--- src/rtl/imm_pkg.sv ---
// Shared opcode map, format codes and sign-extension helper for the
// RV32I immediate decode stage.
package imm_pkg;

    localparam logic [6:0] OP_LOAD   = 7'b0000011;
    localparam logic [6:0] OP_IMM    = 7'b0010011;
    localparam logic [6:0] OP_JALR   = 7'b1100111;
    localparam logic [6:0] OP_STORE  = 7'b0100011;
    localparam logic [6:0] OP_BRANCH = 7'b1100011;
    localparam logic [6:0] OP_LUI    = 7'b0110111;
    localparam logic [6:0] OP_AUIPC  = 7'b0010111;
    localparam logic [6:0] OP_JAL    = 7'b1101111;
    localparam logic [6:0] OP_SYSTEM = 7'b1110011;
    localparam logic [6:0] OP_REG    = 7'b0110011;

    localparam logic [2:0] F3_SLL = 3'b001;
    localparam logic [2:0] F3_SRX = 3'b101;

    typedef enum logic [2:0] {
        FMT_NONE = 3'd0,
        FMT_I    = 3'd1,
        FMT_S    = 3'd2,
        FMT_B    = 3'd3,
        FMT_U    = 3'd4,
        FMT_J    = 3'd5,
        FMT_Z    = 3'd6,
        FMT_SH   = 3'd7
    } fmt_t;

    function automatic logic [31:0] sext12(input logic [11:0] v);
        return {{20{v[11]}}, v};
    endfunction

endpackage

--- src/rtl/imm_extract.sv ---
// Combinational RV32I immediate extractor: one instruction word in,
// sign/zero-extended immediate, format code and illegal flag out.
module imm_extract
    import imm_pkg::*;
#(
    parameter int XLEN = 32
) (
    input  logic [31:0]     instr,
    output logic [XLEN-1:0] imm,
    output fmt_t            fmt,
    output logic            illegal
);

    logic [31:0] imm32;

    always_comb begin
        // NOTE: every output gets a default first, so no path through the case infers a latch.
        imm32   = '0;
        fmt     = FMT_NONE;
        illegal = 1'b0;
        case (instr[6:0])
            OP_LOAD, OP_JALR: begin
                fmt   = FMT_I;
                imm32 = sext12(instr[31:20]);
            end
            OP_IMM: begin
                // Shift amounts are unsigned; instr[30] selects SRA and is not immediate data.
                if (instr[14:12] == F3_SLL || instr[14:12] == F3_SRX) begin
                    fmt   = FMT_SH;
                    imm32 = {27'b0, instr[24:20]};
                end else begin
                    fmt   = FMT_I;
                    imm32 = sext12(instr[31:20]);
                end
            end
            OP_STORE: begin
                fmt   = FMT_S;
                imm32 = sext12({instr[31:25], instr[11:7]});
            end
            OP_BRANCH: begin
                fmt   = FMT_B;
                imm32 = {{19{instr[31]}}, instr[31], instr[7], instr[30:25], instr[11:8], 1'b0};
            end
            OP_LUI, OP_AUIPC: begin
                fmt   = FMT_U;
                imm32 = {instr[31:12], 12'b0};
            end
            OP_JAL: begin
                fmt   = FMT_J;
                imm32 = {{11{instr[31]}}, instr[31], instr[19:12], instr[20], instr[30:21], 1'b0};
            end
            OP_SYSTEM: begin
                fmt   = FMT_Z;
                imm32 = {27'b0, instr[19:15]};
            end
            OP_REG: begin
                fmt = FMT_NONE;
            end
            default: begin
                illegal = 1'b1;
            end
        endcase
    end

    // Zero-extended formats have bit 31 clear, so one sign fill serves all.
    generate
        if (XLEN > 32) begin : g_wide
            assign imm = {{(XLEN-32){imm32[31]}}, imm32};
        end else begin : g_narrow
            assign imm = imm32[XLEN-1:0];
        end
    endgenerate

endmodule

--- src/rtl/imm_decode_stage.sv ---
// Registered immediate-decode pipeline stage with valid/ready handshake,
// optional 2-entry skid buffer and synchronous flush.
module imm_decode_stage
    import imm_pkg::*;
#(
    parameter int XLEN = 32,
    parameter int SKID = 1
) (
    input  logic            clk,
    input  logic            reset,
    input  logic            flush,
    input  logic            in_valid,
    output logic            in_ready,
    input  logic [31:0]     in_instr,
    output logic            out_valid,
    input  logic            out_ready,
    output logic [XLEN-1:0] out_imm,
    output logic [2:0]      out_fmt,
    output logic            out_illegal
);

    localparam logic [1:0] ST_EMPTY = 2'd0;
    localparam logic [1:0] ST_ONE   = 2'd1;
    localparam logic [1:0] ST_FULL  = 2'd2;

    typedef struct packed {
        logic [XLEN-1:0] imm;
        fmt_t            fmt;
        logic            illegal;
    } entry_t;

    logic [XLEN-1:0] dec_imm;
    fmt_t            dec_fmt;
    logic            dec_illegal;
    entry_t          dec;
    entry_t          head_q;
    entry_t          skid_q;

    logic [1:0] state_q;
    logic [1:0] state_d;
    logic       in_ready_q;
    logic       accept;
    logic       pop;
    logic       load_head;
    logic       load_skid;
    logic       head_from_skid;

    imm_extract #(
        .XLEN(XLEN)
    ) u_extract (
        .instr   (in_instr),
        .imm     (dec_imm),
        .fmt     (dec_fmt),
        .illegal (dec_illegal)
    );

    assign dec = '{imm: dec_imm, fmt: dec_fmt, illegal: dec_illegal};

    // Without the skid buffer the stage degenerates to a single register that
    // never reaches FULL, because in_ready already requires room downstream.
    assign in_ready  = ~reset & ((SKID != 0) ? in_ready_q : (out_ready | ~out_valid));
    assign out_valid = (state_q != ST_EMPTY);
    assign accept    = in_valid & in_ready & ~flush;
    assign pop       = out_valid & out_ready;

    always_comb begin
        state_d        = state_q;
        load_head      = 1'b0;
        load_skid      = 1'b0;
        head_from_skid = 1'b0;
        case (state_q)
            ST_EMPTY: begin
                if (accept) begin
                    state_d   = ST_ONE;
                    load_head = 1'b1;
                end
            end
            ST_ONE: begin
                if (accept && pop) begin
                    load_head = 1'b1;
                end else if (accept) begin
                    state_d   = ST_FULL;
                    load_skid = 1'b1;
                end else if (pop) begin
                    state_d = ST_EMPTY;
                end
            end
            ST_FULL: begin
                if (pop) begin
                    state_d        = ST_ONE;
                    head_from_skid = 1'b1;
                end
            end
            default: begin
                state_d = ST_EMPTY;
            end
        endcase
    end

    // NOTE: sequential state uses <= so every register samples pre-edge values.
    always_ff @(posedge clk) begin
        if (reset || flush) begin
            state_q    <= ST_EMPTY;
            head_q     <= '0;
            in_ready_q <= 1'b1;
        end else begin
            state_q    <= state_d;
            in_ready_q <= (state_d != ST_FULL);
            if (load_head) begin
                head_q <= dec;
            end else if (head_from_skid) begin
                head_q <= skid_q;
            end
        end
    end

    // NOTE: the skid slot is data-only and not reset; state_q alone says whether it holds anything.
    always_ff @(posedge clk) begin
        if (load_skid) begin
            skid_q <= dec;
        end
    end

    assign out_imm     = head_q.imm;
    assign out_fmt     = head_q.fmt;
    assign out_illegal = head_q.illegal;

endmodule

--- config.mk ---
export PLATFORM = sky130hd
export DESIGN_NAME = imm_decode_stage
export DESIGN_NICKNAME = d
export VERILOG_FILES = /design/src/rtl/imm_pkg.sv /design/src/rtl/imm_extract.sv /design/src/rtl/imm_decode_stage.sv
export SDC_FILE = /design/constraint.sdc
export NUM_CORES = 1
export LEC_CHECK = 0
export BUFFER_PORTS_ARGS = -buffer_cell sky130_fd_sc_hd__buf_2
export CORE_MARGIN = 4
export CORE_UTILIZATION = 25
export CTS_CLUSTER_DIAMETER = 60
export DETAILED_ROUTE_END_ITERATION = 10
export GPL_TIMING_DRIVEN = 0
export PLACE_DENSITY = 0.55
export SLEW_MARGIN = 30
export SYNTH_ARGS = -nofsm -noshare
export SYNTH_HDL_FRONTEND = slang
export SYNTH_SLANG_ARGS = --single-unit
--- constraint.sdc ---
create_clock -name clk -period 4.7 [get_ports clk]
set_input_delay 0.235 -clock clk [delete_from_list [all_inputs] [get_ports clk]]
set_output_delay 0.235 -clock clk [all_outputs]
set_load 0.01 [all_outputs]
==> results.sh <==
export IMPL_finish_net_count=503
export IMPL_dp_final_hpwl_um=8442
export IMPL_timing_fmax_mhz=504.5
export IMPL_ios=75
export IMPL_postRouteWirelength_um=11150
export IMPL_number_of_detailed_route_iterations_in_the_first_pass=5
export IMPL_most_common_layout_cells="87 x sky130_fd_sc_hd__buf_2, 53 x sky130_fd_sc_hd__nand2_1, 39 x sky130_fd_sc_hd__dfxtp_1"
export IMPL_tightest_slew_ns=0.6531
export IMPL_antenna_diode_count=0
export IMPL_synthCells=379
export IMPL_synth_ff_type="sky130_fd_sc_hd__dfxtp_1"
export IMPL_crit_type="in2reg"
export IMPL_cts_hold_buffers=0
export IMPL_crit_slowest_cell="sky130_fd_sc_hd__nor4_4"
export IMPL_clk_pin_slew_worst_setup_hold_paths_ns=0.06
export IMPL_crit_family="buffers and inverters"
export IMPL_antenna_violating_nets_post_route=0
export IMPL_critPathMaxStageDelay_ns=0.53
export IMPL_route_detailed_drc=0
export IMPL_synthesis_area_um2=3795
export IMPL_hold_path_class="in2reg"
export IMPL_final_cell_count_without_fillers=655
export IMPL_cts_sinks=75
export IMPL_drv_max_cap_violation_count=0
export IMPL_maxSlewViolCount=0
export IMPL_end_kind="flip-flop"
export IMPL_proportion_of_synthesized_flip_flops_having_asynchronous_set_or_reset_pct=0
export IMPL_chipHeight_um=131.2
export IMPL_startpoint_type="primary input"
export IMPL_outcome="finished, final reports clean"
export IMPL_pwr_share_seq_pct=41.4
export IMPL_die_area_um2=17210
export IMPL_cts_resized=0
export IMPL_post_placement_cell_area_um2=4438
export IMPL_irDropWorstVdd_mv=0.1835
export IMPL_tritoncts="yes"
export IMPL_post_cts_buffers=0
export IMPL_post_drt_via_cell_ratio=4.792
export IMPL_dr_total_vias=3139
export IMPL_timing_hold_ws_ns=0.2036
export IMPL_area_delta_synth_final_pct=26.61
export IMPL_skew_ns=0.004730
export IMPL_grt_setup_unrepaired="no"
export IMPL_dpl_cell_count=639
export IMPL_aggregate_global_route_resource_usage_pct=13.00
export IMPL_dr_first_iter_drc_count=202
export IMPL_ys_warnings_count=0
export IMPL_cts_made_buffers=9
export IMPL_avgSynthCellArea_um2=10.01
export IMPL_cell_by_cell_trace_of_the_critical_path="buf_2 -> or2_4 -> clkbuf_1 -> nor4_4 -> buf_6 -> buf_4 -> buf_6"
export IMPL_post_route_period_util_pct=42.18
export IMPL_cp_data_arrival_time_ns=2.02
export IMPL_critical_path_max_fanout=10
export IMPL_setup_viol=0
export IMPL_power_leakage_nw=1.821
export IMPL_die_x_um=131.2
export IMPL_pre_cts_slack_ns=2.368
export IMPL_post_synth_num_cell_types=55
export IMPL_synth_yosys_seq_area_share_pct=49.06
export IMPL_final_design_area_no_fill_um2=4805
export IMPL_power_switching_mw=0.3497
export IMPL_h_tree_depth=3
export IMPL_placementRows=44
export IMPL_critical_path_most_common_cell="sky130_fd_sc_hd__buf_6"
export IMPL_synth_edf_count=36
export IMPL_final_setup_worst_slack_ns=2.718
export IMPL_synth_nets=416
export IMPL_io_buffer_count=72
export IMPL_initial_utilization_pct=25.82
export IMPL_core_area_um2=14700
export IMPL_final_common_cell="sky130_fd_sc_hd__buf_2"
export IMPL_clock_tree_buffer_depth=2
export IMPL_timing_max_slew_rel_slack_pct=56.46
export IMPL_drive_above_1_share_pct=32.91
export IMPL_intPower_mw=1.329
export IMPL_gr_total_overflow=0
export IMPL_avgRoutedWirePerCell_um=17.03
export IMPL_worstPathRequired_ns=4.74
export IMPL_synth_ff_latch_count=75
export IMPL_totalNegativeSetupSlack_ns=0
export IMPL_sw_share_pct=20.83
export IMPL_clock_insertion_delay_worst_skew_ns=0.33
export IMPL_timing_hold_violations_final=0
export IMPL_finalWorstPathRequiredPeriod_ns=1.982
export IMPL_timing_critical_path_buf_inv=5
export IMPL_ctsRootBufferMaster="sky130_fd_sc_hd__clkbuf_16"
export IMPL_antenna_found_initial=0
export IMPL_powerDensity_nw_per_um2=349.4
export IMPL_first_global_vias=3271
export IMPL_combinationalPowerShare_pct=8.4
export IMPL_share_clk_of_total_power_pct=50.2
export IMPL_grt_max_degree=13
export IMPL_place_gp_congestion=0.8589
export IMPL_grt_pass1_wl_um=17950
## layer usage
layer | GRT usage, % | wire [um] | share of wire [%] | vias to the layer above
li1 | - | - | - | 1543
met1 | 16.48 | 5037 | 45 | 1500
met2 | 21.66 | 5315 | 48 | 84
met3 | 3.096 | 622 | 5.6 | 12
met4 | 4.784 | 177 | 1.6 | 0
met5 | 0 | 0 | 0 | -
## synth_stat cells (11+ instances only)
cell	n	area (um2)
sky130_fd_sc_hd__nor3_1	20	100.1
sky130_fd_sc_hd__edfxtp_1	36	1081
sky130_fd_sc_hd__nand2b_1	11	68.82
sky130_fd_sc_hd__nand2_1	53	198.9
sky130_fd_sc_hd__a21oi_1	14	70.07
sky130_fd_sc_hd__o21ai_0	33	165.2
sky130_fd_sc_hd__dfxtp_1	39	780.8
sky130_fd_sc_hd__buf_2	15	75.07
sky130_fd_sc_hd__nor2_1	26	97.59
sky130_fd_sc_hd__a211oi_2	18	225.2
## state kept, by name, summed over array words and instances (netlist names)
name,cells
state_q,2
out_fmt,3
out_imm,32
out_illegal,1
in_ready_q,1
skid_q,36
## tightest hold or removal path, delay by kind of cell
family	cells	cell delay, ns
AND/OR/NAND/NOR	1	0.06
buffers and inverters	1	0.12
AO/OA/AOI/OAI	1	0.06
## power groups by stage
stage               logic (mW)  clock network (mW)  registers [mW]
floorplan               0.0800                   0           0.712
global placement         0.137                   0           0.709
detailed placement       0.140                   0           0.709
CTS                      0.141               0.854           0.695
global route             0.154               0.880           0.696
finish                   0.140               0.843           0.695
## through the flow
| step | power (mW) | util, % |
|---|---|---|
| finish | 1.679 | 32.69 |
| global route | 1.730 | 32.69 |
| global placement | 0.8457 | 29.88 |
| detailed placement | 0.8490 | 30.19 |
| CTS | 1.690 | 32.69 |
| floorplan | 0.7917 | - |
## cells by family (layout without fill, tap and decap cells)
group | count (synthesis) | in the layout | share of synthesized area (%)
simple gates | 155 | 155 | 21.53
compound gates | 110 | 110 | 23.77
flops | 75 | 75 | 49.06
buf+inv | 36 | 128 | 4.847
mux | 3 | 3 | 0.7913
## final cells by class
| class | instances | area (um2) |
|---|---|---|
| inverter | 7 | 26.28 |
| clock buffer | 11 | 242.7 |
| multi-input combinational | 268 | 1764 |
| timing repair buffer | 76 | 397.9 |
| tap | 184 | 230.2 |
| clock inverter | 5 | 123.9 |
| buffer | 29 | 157.7 |
| fill | 1509 | 9894 |
| sequential | 75 | 1862 |
## final timing paths
path	cells after the start	to	from	slack, ns
worst max-delay path	7	skid_q[27]$_DFFE_PP_	reset	2.72
worst max register to register	6	skid_q[27]$_DFFE_PP_	state_q[0]$_SDFF_PP0_	2.78
worst min register to register	2	out_imm[3]$_SDFFE_PP0P_	out_imm[3]$_SDFFE_PP0P_	0.48
worst min-delay path	3	out_imm[5]$_SDFFE_PP0P_	in_instr[25]	0.20
Power figures use the tool's default switching activity.
